**src/rtl/change_dispenser_if.sv**
```systemverilog
// Handshake and status bundle between the vend controller, hopper and change dispenser.
interface change_dispenser_if;
  logic       i_start;
  logic [4:0] i_change;
  logic [2:0] i_empty;
  logic       i_eject_ack;
  logic [2:0] o_eject;
  logic       o_busy;
  logic       o_done;
  logic [4:0] o_remain;
  logic       o_shortfall;
  logic [2:0] o_fault;
  logic [4:0] o_coins;

  modport master (
    output i_start, i_change, i_empty, i_eject_ack,
    input  o_eject, o_busy, o_done, o_remain, o_shortfall, o_fault, o_coins
  );

  modport slave (
    input  i_start, i_change, i_empty, i_eject_ack,
    output o_eject, o_busy, o_done, o_remain, o_shortfall, o_fault, o_coins
  );
endinterface

```
**src/rtl/change_dispenser.sv**
```systemverilog
// Greedy largest-coin-first payout over a three-tube hopper, one acked coin at a time,
// with per-tube ack timeout and empty-tube skipping.
module change_dispenser #(
  parameter int unsigned DENOM0      = 1,
  parameter int unsigned DENOM1      = 5,
  parameter int unsigned DENOM2      = 10,
  parameter int unsigned ACK_TIMEOUT = 64,
  parameter int unsigned GAP_CYCLES  = 4
) (
  input logic               clk,
  input logic               reset,
  change_dispenser_if.slave bus
);

  localparam int unsigned CntMax = (ACK_TIMEOUT > GAP_CYCLES) ? ACK_TIMEOUT : GAP_CYCLES;
  localparam int unsigned CntW   = $clog2(CntMax + 1);
  localparam logic [4:0]  D0     = 5'(DENOM0);
  localparam logic [4:0]  D1     = 5'(DENOM1);
  localparam logic [4:0]  D2     = 5'(DENOM2);

  typedef enum logic [2:0] {StIdle, StSelect, StWaitAck, StGap, StDone} state_e;

  state_e            state_q, state_d;
  logic [4:0]        remain_q, remain_d;
  logic [4:0]        coins_q, coins_d;
  logic [2:0]        fault_q, fault_d;
  logic [2:0]        eject_q, eject_d;
  logic              shortfall_q, shortfall_d;
  logic [CntW-1:0]   cnt_q, cnt_d;
  logic [2:0]        sel;
  logic [4:0]        eject_denom;

  // Highest usable tube whose coin still fits in the remaining amount.
  always_comb begin
    sel = 3'b000;
    if (remain_q >= D2 && !bus.i_empty[2] && !fault_q[2]) begin
      sel = 3'b100;
    end else if (remain_q >= D1 && !bus.i_empty[1] && !fault_q[1]) begin
      sel = 3'b010;
    end else if (remain_q >= D0 && !bus.i_empty[0] && !fault_q[0]) begin
      sel = 3'b001;
    end
  end

  always_comb begin
    eject_denom = D0;
    if (eject_q[2]) begin
      eject_denom = D2;
    end else if (eject_q[1]) begin
      eject_denom = D1;
    end
  end

  always_comb begin
    state_d     = state_q;
    remain_d    = remain_q;
    coins_d     = coins_q;
    fault_d     = fault_q;
    eject_d     = eject_q;
    shortfall_d = shortfall_q;
    cnt_d       = cnt_q;
    unique case (state_q)
      StIdle: begin
        if (bus.i_start) begin
          remain_d    = bus.i_change;
          coins_d     = 5'd0;
          fault_d     = 3'b000;
          shortfall_d = 1'b0;
          state_d     = (bus.i_change != 5'd0) ? StSelect : StDone;
        end
      end
      StSelect: begin
        if (remain_q != 5'd0 && sel != 3'b000) begin
          eject_d = sel;
          cnt_d   = '0;
          state_d = StWaitAck;
        end else begin
          state_d = StDone;
        end
      end
      StWaitAck: begin
        // Ack takes priority over a timeout landing on the same cycle.
        if (bus.i_eject_ack) begin
          remain_d = remain_q - eject_denom;
          coins_d  = coins_q + 5'd1;
          eject_d  = 3'b000;
          cnt_d    = '0;
          state_d  = StGap;
        end else if (cnt_q == CntW'(ACK_TIMEOUT - 1)) begin
          fault_d = fault_q | eject_q;
          eject_d = 3'b000;
          state_d = StSelect;
        end else begin
          cnt_d = cnt_q + CntW'(1);
        end
      end
      StGap: begin
        if (cnt_q == CntW'(GAP_CYCLES - 1)) begin
          cnt_d   = '0;
          state_d = StSelect;
        end else begin
          cnt_d = cnt_q + CntW'(1);
        end
      end
      StDone: begin
        shortfall_d = (remain_q != 5'd0);
        state_d     = StIdle;
      end
      default: state_d = StIdle;
    endcase
  end

  always_ff @(posedge clk) begin
    if (reset) begin
      state_q     <= StIdle;
      remain_q    <= 5'd0;
      coins_q     <= 5'd0;
      fault_q     <= 3'b000;
      eject_q     <= 3'b000;
      shortfall_q <= 1'b0;
      cnt_q       <= '0;
    end else begin
      state_q     <= state_d;
      remain_q    <= remain_d;
      coins_q     <= coins_d;
      fault_q     <= fault_d;
      eject_q     <= eject_d;
      shortfall_q <= shortfall_d;
      cnt_q       <= cnt_d;
    end
  end

  assign bus.o_eject     = eject_q;
  assign bus.o_busy      = (state_q != StIdle);
  assign bus.o_done      = (state_q == StDone);
  assign bus.o_remain    = remain_q;
  assign bus.o_shortfall = shortfall_q;
  assign bus.o_fault     = fault_q;
  assign bus.o_coins     = coins_q;

endmodule

```
**src/flat_wrapper.sv**
```systemverilog
// flat-port wrapper written by rule: the top's interface ports become plain ports
module change_dispenser_flat 
#(
  parameter int unsigned DENOM0      = 1,
  parameter int unsigned DENOM1      = 5,
  parameter int unsigned DENOM2      = 10,
  parameter int unsigned ACK_TIMEOUT = 64,
  parameter int unsigned GAP_CYCLES  = 4
)
  (clk, reset, bus_i_start, bus_i_change, bus_i_empty, bus_i_eject_ack, bus_o_eject, bus_o_busy, bus_o_done, bus_o_remain, bus_o_shortfall, bus_o_fault, bus_o_coins);
  change_dispenser_if bus_i ();
  input logic clk;
  input logic reset;
  input wire logic [$bits(bus_i.i_start)-1:0] bus_i_start;
  input wire logic [$bits(bus_i.i_change)-1:0] bus_i_change;
  input wire logic [$bits(bus_i.i_empty)-1:0] bus_i_empty;
  input wire logic [$bits(bus_i.i_eject_ack)-1:0] bus_i_eject_ack;
  output wire logic [$bits(bus_i.o_eject)-1:0] bus_o_eject;
  output wire logic [$bits(bus_i.o_busy)-1:0] bus_o_busy;
  output wire logic [$bits(bus_i.o_done)-1:0] bus_o_done;
  output wire logic [$bits(bus_i.o_remain)-1:0] bus_o_remain;
  output wire logic [$bits(bus_i.o_shortfall)-1:0] bus_o_shortfall;
  output wire logic [$bits(bus_i.o_fault)-1:0] bus_o_fault;
  output wire logic [$bits(bus_i.o_coins)-1:0] bus_o_coins;
  assign bus_i.i_start = bus_i_start;
  assign bus_i.i_change = bus_i_change;
  assign bus_i.i_empty = bus_i_empty;
  assign bus_i.i_eject_ack = bus_i_eject_ack;
  assign bus_o_eject = bus_i.o_eject;
  assign bus_o_busy = bus_i.o_busy;
  assign bus_o_done = bus_i.o_done;
  assign bus_o_remain = bus_i.o_remain;
  assign bus_o_shortfall = bus_i.o_shortfall;
  assign bus_o_fault = bus_i.o_fault;
  assign bus_o_coins = bus_i.o_coins;
  change_dispenser #(.DENOM0(DENOM0), .DENOM1(DENOM1), .DENOM2(DENOM2), .ACK_TIMEOUT(ACK_TIMEOUT), .GAP_CYCLES(GAP_CYCLES)) u_core (.clk(clk), .reset(reset), .bus(bus_i));
endmodule
```
**config.mk**
```make
export PLATFORM = sky130hd
export DESIGN_NAME = change_dispenser_flat
export DESIGN_NICKNAME = d
export VERILOG_FILES = /design/src/rtl/change_dispenser_if.sv /design/src/rtl/change_dispenser.sv /design/src/flat_wrapper.sv
export SDC_FILE = /design/constraint.sdc
export NUM_CORES = 1
export LEC_CHECK = 0
export BUFFER_PORTS_ARGS = -buffer_cell sky130_fd_sc_hd__buf_4
export CAP_MARGIN = 30
export CELL_PAD_IN_SITES_DETAIL_PLACEMENT = 0
export CELL_PAD_IN_SITES_GLOBAL_PLACEMENT = 1
export CORE_MARGIN = 5
export CORE_UTILIZATION = 44
export DETAILED_ROUTE_END_ITERATION = 7
export HOLD_SLACK_MARGIN = 0.06
export PLACE_DENSITY_LB_ADDON = 0.1
export SETUP_SLACK_MARGIN = 0.05
export SKIP_LAST_GASP = 1
export SLEW_MARGIN = 20
export SYNTH_ARGS = -nofsm -noshare
export SYNTH_HDL_FRONTEND = slang
export SYNTH_SLANG_ARGS = --single-unit
export TNS_END_PERCENT = 100
```
**constraint.sdc**
```tcl
create_clock -name clk -period 4.8 [get_ports clk]
set_clock_uncertainty 0.1 [all_clocks]
set_input_delay 0.48 -clock clk [delete_from_list [all_inputs] [get_ports clk]]
set_output_delay 0.48 -clock clk [all_outputs]
set_load 0.01 [all_outputs]
```
==> out/metrics.cfg <==
[synthesis]
ys_seq_area_share_pct=33.0
synth_seq_cells=27
netlist_top_cells_count=27 x sky130_fd_sc_hd__dfxtp_1, 20 x sky130_fd_sc_hd__nor2_1, 10 x sky130_fd_sc_hd__a21oi_1, 10 x sky130_fd_sc_hd__nor3_1, 9 x sky130_fd_sc_hd__nand2_1
yosys.cell_types.count=55
synthesis.instances=191
synthFlopType=sky130_fd_sc_hd__dfxtp_1
yosys.cell_count.top_type=sky130_fd_sc_hd__dfxtp_1
netlist.top_cell.by_area=sky130_fd_sc_hd__dfxtp_1
synth.yosys.warnings=0
syn_area_um2=1640
synthesized_area_per_cell_um2=8.57
synth_fp_nets=210
post-synth-top-area-fraction_pct=33.0
asyncSetResetFlopFracSynth_pct=0
area_contributors_post_synth=sky130_fd_sc_hd__dfxtp_1 33%, sky130_fd_sc_hd__ha_1 4.6%, sky130_fd_sc_hd__nor2_1 4.6%
post_synth_edffs=0

[critical_path]
criticalPathCategory=reg2reg
critPathLaunchType=flop
end_kind=flop
timing.critical_path.arrival_ps=2140
worst-endpoint-required_ps=4910
critical_path_peak_fanout=5

[drt]
drt-initial-drc-count=63
drc_errors=0
drt-total-wl_um=3880
dr_total_vias=1494
antenna_left=0
wl_per_cell_um=14.7
drt_pre_antenna_iters=6
route.detailed.vias_per_inst=5.64

[flow_run]
cap_violations=0

[placed_design]
dp.final_hpwl_um=3010
placer_s_final_routability_congestion_estimate=0.825
dpl.cell_count=261
detailedPlace.worstSlack_ps=2810
io_buffers=30

[timing]
setup_tns_final_ps=0
final-max-slew-violation-count=0
setup_viol_count_final=0
min_period_over_period_pct=42.3
timing_worst_slew_pin_value_ps=538
final_period_minus_worst_setup_slack_ps=2030
slew_headroom_pct=64.1
rsz0062_at_grt=no
clock.fmax_mhz=492
postLayoutSetupSlackWorst_ps=2770
hold_violations=0

[power]
switching_share_pct=35.0
ir_worst_vdd_mv=0.159
static_leakage_nw=0.761
total_switching_power_w=0.000206
power.clock.fraction_pct=22.2
combinationalPowerShare_pct=32.3
power.sequential.fraction_pct=45.5
intPower_w=0.000382
p_per_area_nw_per_um2=305

[grt]
grt-ovfl-total=0
global_route.usage.total_pct=16.5
global_route_wire_length_before_repair_um=6840
grt_max_degree=22
grt_pass1_vias=1516
antenna_violations_before_repair=0
global_route.usage.met2_pct=27.3
grt_most_used_layer=met2
grt_use_met3_pct=2.41
met1_usage_pct=22.0

[cts]
cts-htree-levels=1
cts.repair.resized=0
clk_pin_slew_ps=90
tritoncts=built
ctsLongestPathBuffers=2
cts.sinks=27
worst_skew_pair.late_latency_ps=270
cts_root_buf=sky130_fd_sc_hd__clkbuf_8
cts_post_setup_buffers_inserted=0
post_cts_hold_buffer_count=0
cts_buffers=3

[floorplanning]
num_io_pins=31
die_area_um2=5040
design.core.area_um2=3630
initial_core_util_pct=45.1
row_count=22
die-width_um=71.0
chipHeight_um=71.0

[hold_path]
holdCritPathClass=reg2reg

[layout]
n_antenna_cell=0
finish.cell_count_without_fillers=265
post_route_cells_drive_above_1_share_pct=22.1
nets_final=237
area_growth_pct=17.6

[outcome]
status=finished clean

state kept, by name, indices dropped and copies added (netlist names):
name,count
u_core.bus.o_remain,5
u_core.bus.o_coins,5
u_core.bus.o_eject,3
u_core.cnt_q,7
u_core.state_q,3
u_core.bus.o_fault,3
u_core.bus.o_shortfall,1
path summary, 6_finish.rpt:
kind                    startpoint                endpoint  slack, ps  cells after the start
min          u_core.bus.o_coins[1]   u_core.bus.o_coins[1]        400                      2
max reg2reg  u_core.bus.o_eject[2]  u_core.bus.o_remain[4]       2770                      8
max          u_core.bus.o_eject[2]  u_core.bus.o_remain[4]       2770                      8
min reg2reg  u_core.bus.o_coins[1]   u_core.bus.o_coins[1]        400                      2
area by class of cell:
class | count | area [um2]
Timing Repair Buffer | 30 | 225
Sequential cell | 27 | 541
Inverter | 7 | 26.3
Multi-Input combinational cell | 149 | 1030
Clock buffer | 4 | 45.0
Tap cell | 48 | 60.1
Fill cell | 355 | 1710
layer usage:
| metal | vias up | routed length (um) |
|---|---|---|
| li1 | 750 | - |
| met1 | 709 | 1860 |
| met2 | 30 | 1820 |
| met3 | 5 | 148 |
| met4 | 0 | 49 |
| met5 | - | 0 |
cells by family after synthesis:
group	synth area share, %
muxes	3.74
AOI/OAI and AO/OA	19.8
and+or+nand+nor	31.3
buffers and inverters	4.20
xor gates and xnor gates	2.14
adders and majority gates	5.81
DFF	33.0
power by group through the flow:
| stage | Combinational, W | Sequential (W) | Clock (W) |
|---|---|---|---|
| after floorplan | 0.000144 | 0.000262 | 0 |
| after global placement | 0.000189 | 0.000271 | 0 |
| after detailed placement | 0.000191 | 0.000272 | 0 |
| after CTS | 0.000192 | 0.000267 | 0.000135 |
| after global routing | 0.000216 | 0.000270 | 0.000141 |
| final | 0.000190 | 0.000267 | 0.000131 |
critical path: stages, from the launching register on:
cell                      delay, ps
sky130_fd_sc_hd__dfxtp_1        460
sky130_fd_sc_hd__inv_1          140
sky130_fd_sc_hd__ha_1           230
sky130_fd_sc_hd__fa_1           380
sky130_fd_sc_hd__nor2b_1        140
sky130_fd_sc_hd__o21ai_0        110
sky130_fd_sc_hd__a21oi_1        150
sky130_fd_sc_hd__o21ai_0        100
sky130_fd_sc_hd__a21oi_1        170
layout by cell type, fill, tap and decap left out, drive strengths merged, types with 3 or more instances in the layout:
cell and n:
a21oi 10, nand4 6, xor2 3, ha 6, buf 30, clkbuf 4
nor2 21, and3 3, nand2 9, a211oi 9, nand2b 8, mux2i 5
inv 7, dfxtp 27, o21ai 6, nand3 5, nor3 12, nor3b 3
a22o 4, and2 4, nor2b 6
metrics by stage:
stage                     instance area (um2)  power (W)  util [%]  hold WS (ps)
after floorplan                          1640   0.000406         -           379
after global placement                   1880   0.000461      51.8           375
after detailed placement                 1880   0.000463      51.8           386
after CTS                                1930   0.000594      53.0           399
after global routing                     1930   0.000627      53.0           436
final                                    1930   0.000588      53.0           397
Note: power is estimated with default switching activity, not from simulation.
